### config.mk
export PLATFORM = sky130hd
export DESIGN_NAME = program_load_sequencer
export DESIGN_NICKNAME = d
export VERILOG_FILES = /design/src/rtl/program_load_sequencer_pkg.sv /design/src/rtl/program_load_sequencer.sv
export SDC_FILE = /design/constraint.sdc
export NUM_CORES = 1
export LEC_CHECK = 0
export BUFFER_PORTS_ARGS = -buffer_cell sky130_fd_sc_hd__buf_2
export CAP_MARGIN = 0
export CORE_ASPECT_RATIO = 1.2
export CORE_MARGIN = 4
export CORE_UTILIZATION = 48
export DETAILED_ROUTE_END_ITERATION = 6
export PLACE_DENSITY = 0.74
export SLEW_MARGIN = 20
export SYNTH_ARGS = -nofsm -noshare
export SYNTH_HDL_FRONTEND = slang
export SYNTH_SLANG_ARGS = --single-unit
export TNS_END_PERCENT = 1
### constraint.sdc
create_clock -name clk -period 2.2 [get_ports clk]
set_input_delay 0.33 -clock clk [delete_from_list [all_inputs] [get_ports clk]]
set_output_delay 0.33 -clock clk [all_outputs]
set_load 0.02 [all_outputs]
### src/rtl/program_load_sequencer_pkg.sv
// program_load_sequencer_pkg: shared widths, opcode field, HALT opcode and FSM encoding
package program_load_sequencer_pkg;
    localparam int ADDR_W  = 5;
    localparam int INSTR_W = 16;
    localparam int LEN_W   = 6;
    localparam int DEPTH   = 2 ** ADDR_W;
    localparam int OP_HI   = 15;
    localparam int OP_LO   = 12;
    localparam logic [3:0] HALT_OP = 4'b1111;
    typedef enum logic [2:0] {S_IDLE, S_LOAD_HI, S_LOAD_LO, S_WRITE, S_RUN, S_DONE} state_t;
    function automatic logic len_ok(input logic [LEN_W-1:0] len);
        return len != '0 && len <= LEN_W'(DEPTH);
    endfunction
endpackage

### src/rtl/program_load_sequencer.sv
// program_load_sequencer: fills instruction memory from a byte stream, then issues the program to execute
module program_load_sequencer
    import program_load_sequencer_pkg::*;
(
    input  logic               clk,
    input  logic               reset,
    input  logic               load_start,
    input  logic [LEN_W-1:0]   load_len,
    input  logic               run_start,
    input  logic [LEN_W-1:0]   run_len,
    input  logic               abort,
    input  logic [7:0]         byte_in,
    input  logic               byte_valid,
    output logic               byte_ready,
    output logic               load_instr,
    output logic [ADDR_W-1:0]  load_instr_address,
    output logic [INSTR_W-1:0] instruction_input,
    output logic [ADDR_W-1:0]  program_counter,
    input  logic [INSTR_W-1:0] instruction,
    output logic               exec_valid,
    input  logic               exec_ready,
    output logic               busy,
    output logic               done,
    output logic               err
);
    state_t            r_state;
    logic [7:0]        r_hi;
    logic [ADDR_W-1:0] r_addr;
    logic [LEN_W-1:0]  r_count;
    logic [LEN_W-1:0]  r_len;
    logic [LEN_W-1:0]  w_count_nx;
    logic [LEN_W-1:0]  w_req_len;
    logic              w_halt;

    assign w_count_nx = r_count + 1'b1;
    assign w_req_len  = load_start ? load_len : run_len;
    assign w_halt     = instruction[OP_HI:OP_LO] == HALT_OP;
    assign byte_ready = r_state == S_LOAD_HI || r_state == S_LOAD_LO;
    assign exec_valid = r_state == S_RUN;

    // Controller FSM; strobes default low, abort overrides every state without writing or signalling done
    always_ff @(posedge clk or posedge reset) begin
        if (reset) begin
            r_state            <= S_IDLE;
            r_hi               <= '0;
            r_addr             <= '0;
            r_count            <= '0;
            r_len              <= '0;
            load_instr         <= 1'b0;
            load_instr_address <= '0;
            instruction_input  <= '0;
            program_counter    <= '0;
            busy               <= 1'b0;
            done               <= 1'b0;
            err                <= 1'b0;
        end else begin
            done       <= 1'b0;
            err        <= 1'b0;
            load_instr <= 1'b0;
            if (abort) begin
                r_state <= S_IDLE;
                busy    <= 1'b0;
            end else begin
                case (r_state)
                    S_IDLE: if (load_start || run_start) begin
                        if (!len_ok(w_req_len)) begin
                            err <= 1'b1;
                        end else begin
                            r_len   <= w_req_len;
                            r_addr  <= '0;
                            r_count <= '0;
                            busy    <= 1'b1;
                            if (load_start) begin
                                r_state <= S_LOAD_HI;
                            end else begin
                                r_state         <= S_RUN;
                                program_counter <= '0;
                            end
                        end
                    end
                    S_LOAD_HI: if (byte_valid) begin
                        r_hi    <= byte_in;
                        r_state <= S_LOAD_LO;
                    end
                    S_LOAD_LO: if (byte_valid) begin
                        instruction_input  <= {r_hi, byte_in};
                        load_instr_address <= r_addr;
                        load_instr         <= 1'b1;
                        r_state            <= S_WRITE;
                    end
                    S_WRITE: begin
                        r_addr  <= r_addr + 1'b1;
                        r_count <= w_count_nx;
                        done    <= w_count_nx == r_len;
                        r_state <= w_count_nx == r_len ? S_DONE : S_LOAD_HI;
                    end
                    S_RUN: if (exec_ready) begin
                        r_count <= w_count_nx;
                        if (w_count_nx == r_len || w_halt) begin
                            done    <= 1'b1;
                            r_state <= S_DONE;
                        end else begin
                            program_counter <= program_counter + 1'b1;
                        end
                    end
                    default: begin
                        r_state <= S_IDLE;
                        busy    <= 1'b0;
                    end
                endcase
            end
        end
    end
endmodule
## Yosys cells after proc, flatten, opt, wreduce, memory -nomap -nowiden

Index checks and enable logic that the tools add are counted.

| cells by class | value |
|---|---|
| add/sub/neg operators | 3 |
| muxes and demuxes | 39 |
| equality and inequality tests | 18 |
| bitwise gates (word level) | 1 |
| reduce and logical (&&, ||, !) cells | 18 |
| order comparisons | 1 |

Operator list:

| cell | number |
|---|---|
| two-way mux 5 bit | 7 |
| two-way mux 3 bit | 9 |
| two-way mux 6 bit | 4 |
| case mux 5 bit (2 select lines) | 2 |
| case mux 6 bit (3 select lines) | 1 |
| case mux 3 bit (5 select lines) | 1 |
| two-way mux 1 bit | 13 |
| != test 3 bit (second input constant) | 4 |
| adder 5 x 1 -> 5 bit (second input constant) | 2 |
| AND reduction 3 bit | 3 |
| != test 2 bit (second input constant) | 4 |
| AND reduction 4 bit | 2 |
| AND reduction 7 bit | 1 |
| adder 6 x 1 -> 6 bit (second input constant) | 1 |
| == test 3 x 2 -> 1 bit (second input constant) | 2 |
| == test 6 bit | 1 |
| less-or-equal comparator 6 bit (second input constant) | 1 |
| != test 3 x 2 -> 1 bit (second input constant) | 2 |
| AND reduction 6 bit | 1 |
| nonzero test 6 bit | 1 |
| AND reduction 5 bit | 1 |
| == test 4 bit (second input constant) | 1 |
| != test 2 x 1 -> 1 bit (second input constant) | 2 |
| case mux 1 bit (2 select lines) | 2 |
| other kinds (9) | 12 |

| word-level totals | value |
|---|---|
| flip-flop bits (word level) | 58 |
| output and inout port bits | 32 |

## Longest topological paths before layout

Gate-level depths: netlist of run 1.

| logic depth | value |
|---|---|
| depth after elaboration | 7 |
| gate-level depth with buffers | 8 |
| gate-level depth less buffers | 7 |

## Least setup slack after synthesis of run 1

No wires, ideal clock.

| timing | value |
|---|---|
| kind | register -> register |
| start point | reg r_count[0] |
| end point | reg program_counter[4] |
| cell stages (with the launch flop) | 8 |
| setup slack | 261 ps |
| setup time | 124 ps |
| arrival time | 1,815 ps |
| data required time | 2,076 ps |
| path through | dfrtp_1 > ha_1 > xor2_1 > xnor2_1 > nand4_1 > o31ai_1 > nor4_1 > a211o_1 |

| on the way | value |
|---|---|
| word-level cells in the longest chain between the ends | 5 |

Ends and longest elaborated chain:

| item | RTL line | text |
|---|---|---|
| start: declaration | program_load_sequencer.sv:29 | `logic [LEN_W-1:0] r_count;` |
| start signal: assignment | program_load_sequencer.sv:93 | `r_count <= w_count_nx;` |
| start signal: assignment | program_load_sequencer.sv:98 | `r_count <= w_count_nx;` |
| adder 6 x 1 -> 6 bit | program_load_sequencer.sv:35 | `assign w_count_nx = r_count + 1'b1;` |
| == test 6 bit | program_load_sequencer.sv:99 | `if (w_count_nx == r_len \|\| w_halt) begin` |
| logical OR 1 bit | program_load_sequencer.sv:99 |  |
| != test 2 bit (no source line) | n/a |  |
| AND reduction 7 bit (no source line) | n/a |  |
| end signal: assignment | program_load_sequencer.sv:103 | `program_counter <= program_counter + 1'b1;` |
| end: declaration | program_load_sequencer.sv:18 | `output logic [ADDR_W-1:0] program_counter,` |

Every way passes these cells.
A chain may end at the register's enable or synchronous reset.

## Final worst setup path of run 1

| timing | value |
|---|---|
| start point | reg r_count[0] |
| end point | reg r_state[0] |

| on the way | value |
|---|---|
| word-level cells in the longest chain between the ends | 5 |

Ends and longest elaborated chain:

| item | RTL line | text |
|---|---|---|
| adder 6 x 1 -> 6 bit | program_load_sequencer.sv:35 |  |
| == test 6 bit | program_load_sequencer.sv:99 |  |
| logical OR 1 bit | program_load_sequencer.sv:99 |  |
| != test 3 x 2 -> 1 bit (no source line) | n/a |  |
| AND reduction 6 bit (no source line) | n/a |  |
| end signal: assignment | program_load_sequencer.sv:95 | `r_state <= w_count_nx == r_len ? S_DONE : S_LOAD_HI;` |
| end: declaration | program_load_sequencer.sv:26 | `state_t r_state;` |

Every way passes these cells.

==> results of run 1 <==
[per-stage QoR]
stage,instance area [sq um],power [mW],cells
after floorplan,2826,2.334,292
after global placement,3288,2.617,435
after detailed placement,3288,2.659,435
after CTS,3528,3.864,451
after global routing,3553,4.093,451
final,3553,3.847,451
[sequential cells by signal, indices dropped and copies added (netlist names)]
| signal | cells |
|---|---|
| done | 1 |
| r_len | 6 |
| load_instr | 1 |
| instruction_input | 16 |
| busy | 1 |
| r_addr | 5 |
| r_state | 3 |
| r_count | 6 |
| program_counter | 5 |
| err | 1 |
| load_instr_address | 5 |
| r_hi | 8 |
[worst register-to-register path: stages (launching register included)]
cell     delay (ns)
dfrtp_2        0.40
ha_2           0.23
nand3_1        0.14
xnor2_1        0.18
nand4_1        0.19
o31a_1         0.37
and2_1         0.18
o41ai_2        0.25
[power by group through the flow]
| stage | Sequential, mW | Clock (mW) | Combinational [mW] |
|---|---|---|---|
| floorplan | 1.69 | 0 | 0.642 |
| global placement | 1.58 | 0 | 1.04 |
| detailed placement | 1.59 | 0 | 1.07 |
| CTS | 1.58 | 1.22 | 1.07 |
| global route | 1.63 | 1.27 | 1.19 |
| finish | 1.58 | 1.19 | 1.08 |
[cell families (layout without fill, tap and decap cells)]
| family | after synthesis | after routing | share of synthesized area [%] |
|---|---|---|---|
| buffers and inverters | 20 | 99 | 3.143 |
| flip-flops | 58 | 58 | 51.35 |
| multiplexers | 15 | 15 | 5.711 |
| XOR/XNOR | 17 | 17 | 5.268 |
| adder cells (fa/ha/maj) | 3 | 3 | 1.328 |
| AND/OR/NAND/NOR | 133 | 133 | 21.34 |
| AO/OA/AOI/OAI | 46 | 46 | 11.86 |
[final cells by class]
type / count / area, sq um / area share (%)
Clock buffer: 9 / 123.9 / 3.486
Clock inverter: 7 / 116.4 / 3.275
Inverter: 8 / 30.03 / 0.8451
Multi-Input combinational cell: 214 / 1309 / 36.83
Sequential cell: 58 / 1454 / 40.92
Tap cell: 80 / 100.1 / 2.817
Timing Repair Buffer: 75 / 420.4 / 11.83
[cells in the final DEF, fill, tap and decap left out, types with 4 or more instances in the layout]
master,synthesis,final
mux2i_1,6,6
dfrtp_1,58,56
xnor2_1,9,8
nand2_1,73,73
nor3_1,4,4
nor2_1,24,24
inv_1,8,7
buf_4,1,12
xor2_1,8,7
buf_2,1,62
o21ai_0,6,6
mux2_2,9,9
nand4_1,4,4
clkbuf_8,0,9
nand3_1,7,7
a21oi_1,16,16
[how the worst max path moves through the flow]
stage                                     to        from
final                             r_state[0]  r_count[0]
after global routing              r_state[0]  r_count[0]
after CTS                 program_counter[4]  r_count[0]
after detailed placement          r_state[0]  r_count[0]
after global placement    program_counter[1]  r_count[0]
after floorplan           program_counter[4]  r_count[0]
[per-layer routing]
layer	wire, um	up-vias
met4	93	0
met5	0	-
met2	3048	73
li1	-	1143
met1	2510	1114
met3	387	13
[repair_timing]
action	in CTS	in global routing
setup endpoints to repair	0	4
gates resized for setup	0	6
setup buffers	0	0
==> impl_metrics.ini, run 1 <==
[sta]
grt_setup_unrepaired = false
period_needed_ns = 2.037
max_freq_mhz = 491.0
hold_viol_final = 0
tightest_slew_ns = 0.4724
setup_ws_ns = 0.1635
slew_headroom_pct = 68.16
whs_ns = 0.04377
setup_viol = 0
fin_skew_ns = 0.005067
maxSlewViolCount = 0
timing.final.crit_share_pct = 92.57
fin_setup_tns_ns = 0

[yosys]
synthFlopType = dfrtp_1
ys.warnings.count = 0
syn_area_sq_um = 2826
syn_inst = 292
ys_seq_elements = 58
synth.area.top_cells = dfrtp_1 51%, nand2_1 9.7%, mux2_2 3.6%, nor2_1 3.2%, a21oi_1 2.8%
async_flop_share_pct = 100.0
netlist.area_leader.share_pct = 51.35
synth_seq_area_share_pct = 51.35
ys_types = 46
synth_edf_count = 0
synth_common_cells = 73 x nand2_1, 58 x dfrtp_1, 24 x nor2_1, 16 x a21oi_1
mappedNetlistNets = 338
yosysMostFrequentCell = nand2_1
yosysTopAreaCell = dfrtp_1
syn-mean-instance-area_sq_um = 9.680

[job]
cap_violations = 0

[worst_hold_path]
hold_path_class = in2async

[critical_path]
critPathTopFamily = compound AO/OA/AOI/OAI gates
cp_slowest_cell = dfrtp_2
r2r_cells = 7
r2r-start = r_count[0]
arrival_ns = 2.27
reg2reg_to = r_state[0]
cp-end-kind = flop
worstSetupStartpointType = flop
critPathMaxFanout = 6
path_depth = 7
path_class = reg2reg
required_ns = 2.44
worstPathCellList = ha_2 > nand3_1 > xnor2_1 > nand4_1 > o31a_1 > and2_1 > o41ai_2
path_buf_inv = 0
regToRegSetupSlack_ns = 0.16
max_stage_delay_ns = 0.40

[clocking]
cts_root_buffer = clkbuf_8
cts_tree = yes
clk_pin_slew_ns = 0.07
cts.hold.buffers_added = 0
htree_levels = 3
clk_latency_ns = 0.33
clkSinkCount = 58
cts_max_path_buffers = 2
cts_buffers = 9

[run_status]
status = completed

[global_routing]
grt_pass1_wl_um = 10210
grt.overflow.total = 0
grt.busiest_layer = met2
grtUsageMet3_pct = 5.108
gr-usage-met1_pct = 20.99
antenna_found_initial = 0
use_met2_pct = 30.36
grt_max_degree = 59
grt_util_all_layers_pct = 17.98
grt_pass1_vias = 2300

[floorplanning]
coreArea_sq_um = 5668
die_w_um = 78.05
dieArea_sq_um = 7185
boundaryPins = 75
row_count = 30
die_h_um = 92.06
initial_core_util_pct = 49.87

[drt]
vias = 2343
wl_per_cell_um = 13.39
wirelength_um = 6040
drt-pass1-iter-count = 4
avgViaCountPerCell = 5.195
drc = 0
drtIter0Drc = 87
antenna_left = 0

[power_and_ir_drop]
clockPowerShare_pct = 30.9
leakagePower_nw = 1.856
p_sw_share_pct = 32.68
seq_power_share_pct = 41.1
peakVddDrop_v = 0.0004623
netSwitchingPower_mw = 1.257
p_comb_share_pct = 28.0
internal_power_mw = 2.590
powerDensity_nw_per_um2 = 1083

[cells_and_area]
n_antenna_cell = 0
drive_gt1_share_pct = 31.54
nFillCells = 497
syn2layout_area_growth_pct = 25.72
layout.nets = 412
fin_util_pct = 62.69

[placed_design]
dpl.hpwl_um = 4332
pre_cts_ws_ns = 0.06739
globalplace.congestion = 0.8325
portBuffers = 62
(Power assumes the default switching activity.)
==> inputs of run 2 (changes only) <==
- CORE_UTILIZATION: 48 -> 26
- PLACE_DENSITY: 0.74 -> unset
==> run 2 against run 1 <==
  * Worst setup slack got worse by 0.022 ns
  * Final area is 3.9% higher
  * Highest routed layer unchanged
  * Register-to-register slack got worse by 0.02 ns
  * Hold slack better by 0.017 ns
  * Sequential cell count did not move
  * Sequential power barely moved
==> impl_metrics.ini, run 2 (synthesis results as in run 1) <==
[floorplanning]
die_h_um = 122.2
row_count = 41
initial_core_util_pct = 26.75
boundaryPins = 75
die_w_um = 103.2
dieArea_sq_um = 12610
coreArea_sq_um = 10570

[cells_and_area]
syn2layout_area_growth_pct = 30.63
max_flop_register = instruction_input
final_common_cell = nand2_1
reg_top3 = instruction_input (16), r_hi (8)
nFillCells = 1106
drive_gt1_share_pct = 30.21
post_layout_nonfiller_instances = 503
layout_common_cells = 73 x nand2_1, 62 x buf_2, 58 x dfrtp_1
largest_register_ffs = 16
layout.nets = 415
n_antenna_cell = 0

[placed_design]
pre_cts_ws_ns = 0.09789
dpl.hpwl_um = 4577
globalplace.congestion = 0.7705
portBuffers = 62
dp_cells = 485

[clocking]
clk_pin_slew_ns = 0.05
cts_buffers = 9
clkSinkCount = 58
clk_latency_ns = 0.32
cts_resized = 0
cts_max_path_buffers = 2
cts_root_buffer = clkbuf_16
cts.hold.buffers_added = 0
htree_levels = 3
cts_tree = yes

[sta]
grt_setup_unrepaired = false
tightest_slew_ns = 0.4741
period_needed_ns = 2.059
setup_viol = 0
maxSlewViolCount = 0
setup_ws_ns = 0.1411
timing.final.crit_share_pct = 93.59
fin_setup_tns_ns = 0
slew_headroom_pct = 68.22
max_freq_mhz = 485.7
hold_viol_final = 0
fin_skew_ns = 0.003980

[power_and_ir_drop]
leakagePower_nw = 1.903
powerDensity_nw_per_um2 = 1122
peakVddDrop_v = 0.0004322

[drt]
wl_per_cell_um = 12.74
drtIter0Drc = 91
antenna_left = 0
wirelength_um = 6410
vias = 2342
avgViaCountPerCell = 4.656
drt-pass1-iter-count = 4
drc = 0

[critical_path]
required_ns = 2.41
critPathMaxFanout = 5
critPathTopFamily = compound AO/OA/AOI/OAI gates
cp-end-kind = flop
cp_slowest_cell = dfrtp_1
worstSetupStartpointType = flop
arrival_ns = 2.27
max_stage_delay_ns = 0.42
regToRegSetupSlack_ns = 0.14
worstPathCellList = nand3_1 > or2_2 > xnor2_1 > o31ai_1 > buf_4 > a21o_1 > a211o_1
path_buf_inv = 1
r2r-start = r_count[2]
path_class = reg2reg
cp-startpoint = r_count[2]

[global_routing]
grt.overflow.total = 0
grt_util_all_layers_pct = 10.80
grt_pass1_vias = 2388
grt_pass1_wl_um = 10770
antenna_found_initial = 0
grt_max_degree = 59

[job]
cap_violations = 0

[run_status]
status = completed

[worst_hold_path]
hold_path_class = in2async
run 2: layer usage:
metal	track usage (%)	up-vias	share of wire (%)
li1	-	1154	-
met1	13.06	1100	44
met2	17.94	78	46
met3	3.354	10	7.9
met4	3.887	0	1.4
met5	0	-	0
run 2: report_power, final:
group	switching [mW]	leakage (nW)	total [mW]	internal [mW]
sequential	0.215	0.759	1.57	1.36
combinational	0.600	0.989	1.08	0.480
clock	0.473	0.156	1.49	1.02
run 2: tightest hold or removal path, stage by stage:
cell and delay, ns:
buf_2 0.10, inv_2 0.06, buf_12 0.28
run 2: per-stage QoR:
stage	area [sq um]	utilization, %	hold WS (ns)	power [mW]
after CTS	3677	34.80	0.07171	4.200
after global routing	3692	34.94	0.09323	4.405
after floorplan	2826	-	0.4331	2.334
final	3692	34.94	0.06077	4.141
after global placement	3357	31.77	0.4212	2.640
after detailed placement	3357	31.77	0.4235	2.674
run 2: final timing paths:
path / endpoint / cells after the start
max in group asynchronous: r_count[0] / 3
min in group clk: instruction_input[4] / 3
min reg2reg: instruction_input[13] / 2
max reg2reg: program_counter[4] / 7
max: program_counter[4] / 7
min: done / 3
run 2: area by class of cell:
type / instances / area [sq um] / share of cell area [%]
inverter: 8 / 30.03 / 0.8133
multi-input combinational: 214 / 1286 / 34.84
timing repair buffer: 78 / 442.9 / 12.00
tap: 129 / 161.4 / 4.371
sequential: 58 / 1451 / 39.31
clock inverter: 5 / 77.57 / 2.101
clock buffer: 11 / 242.7 / 6.574
run 2: what timing repair did:
action | in CTS | in global routing
setup buffers | 0 | 2
hold endpoints to repair | 0 | 0
setup endpoints to repair | 0 | 1
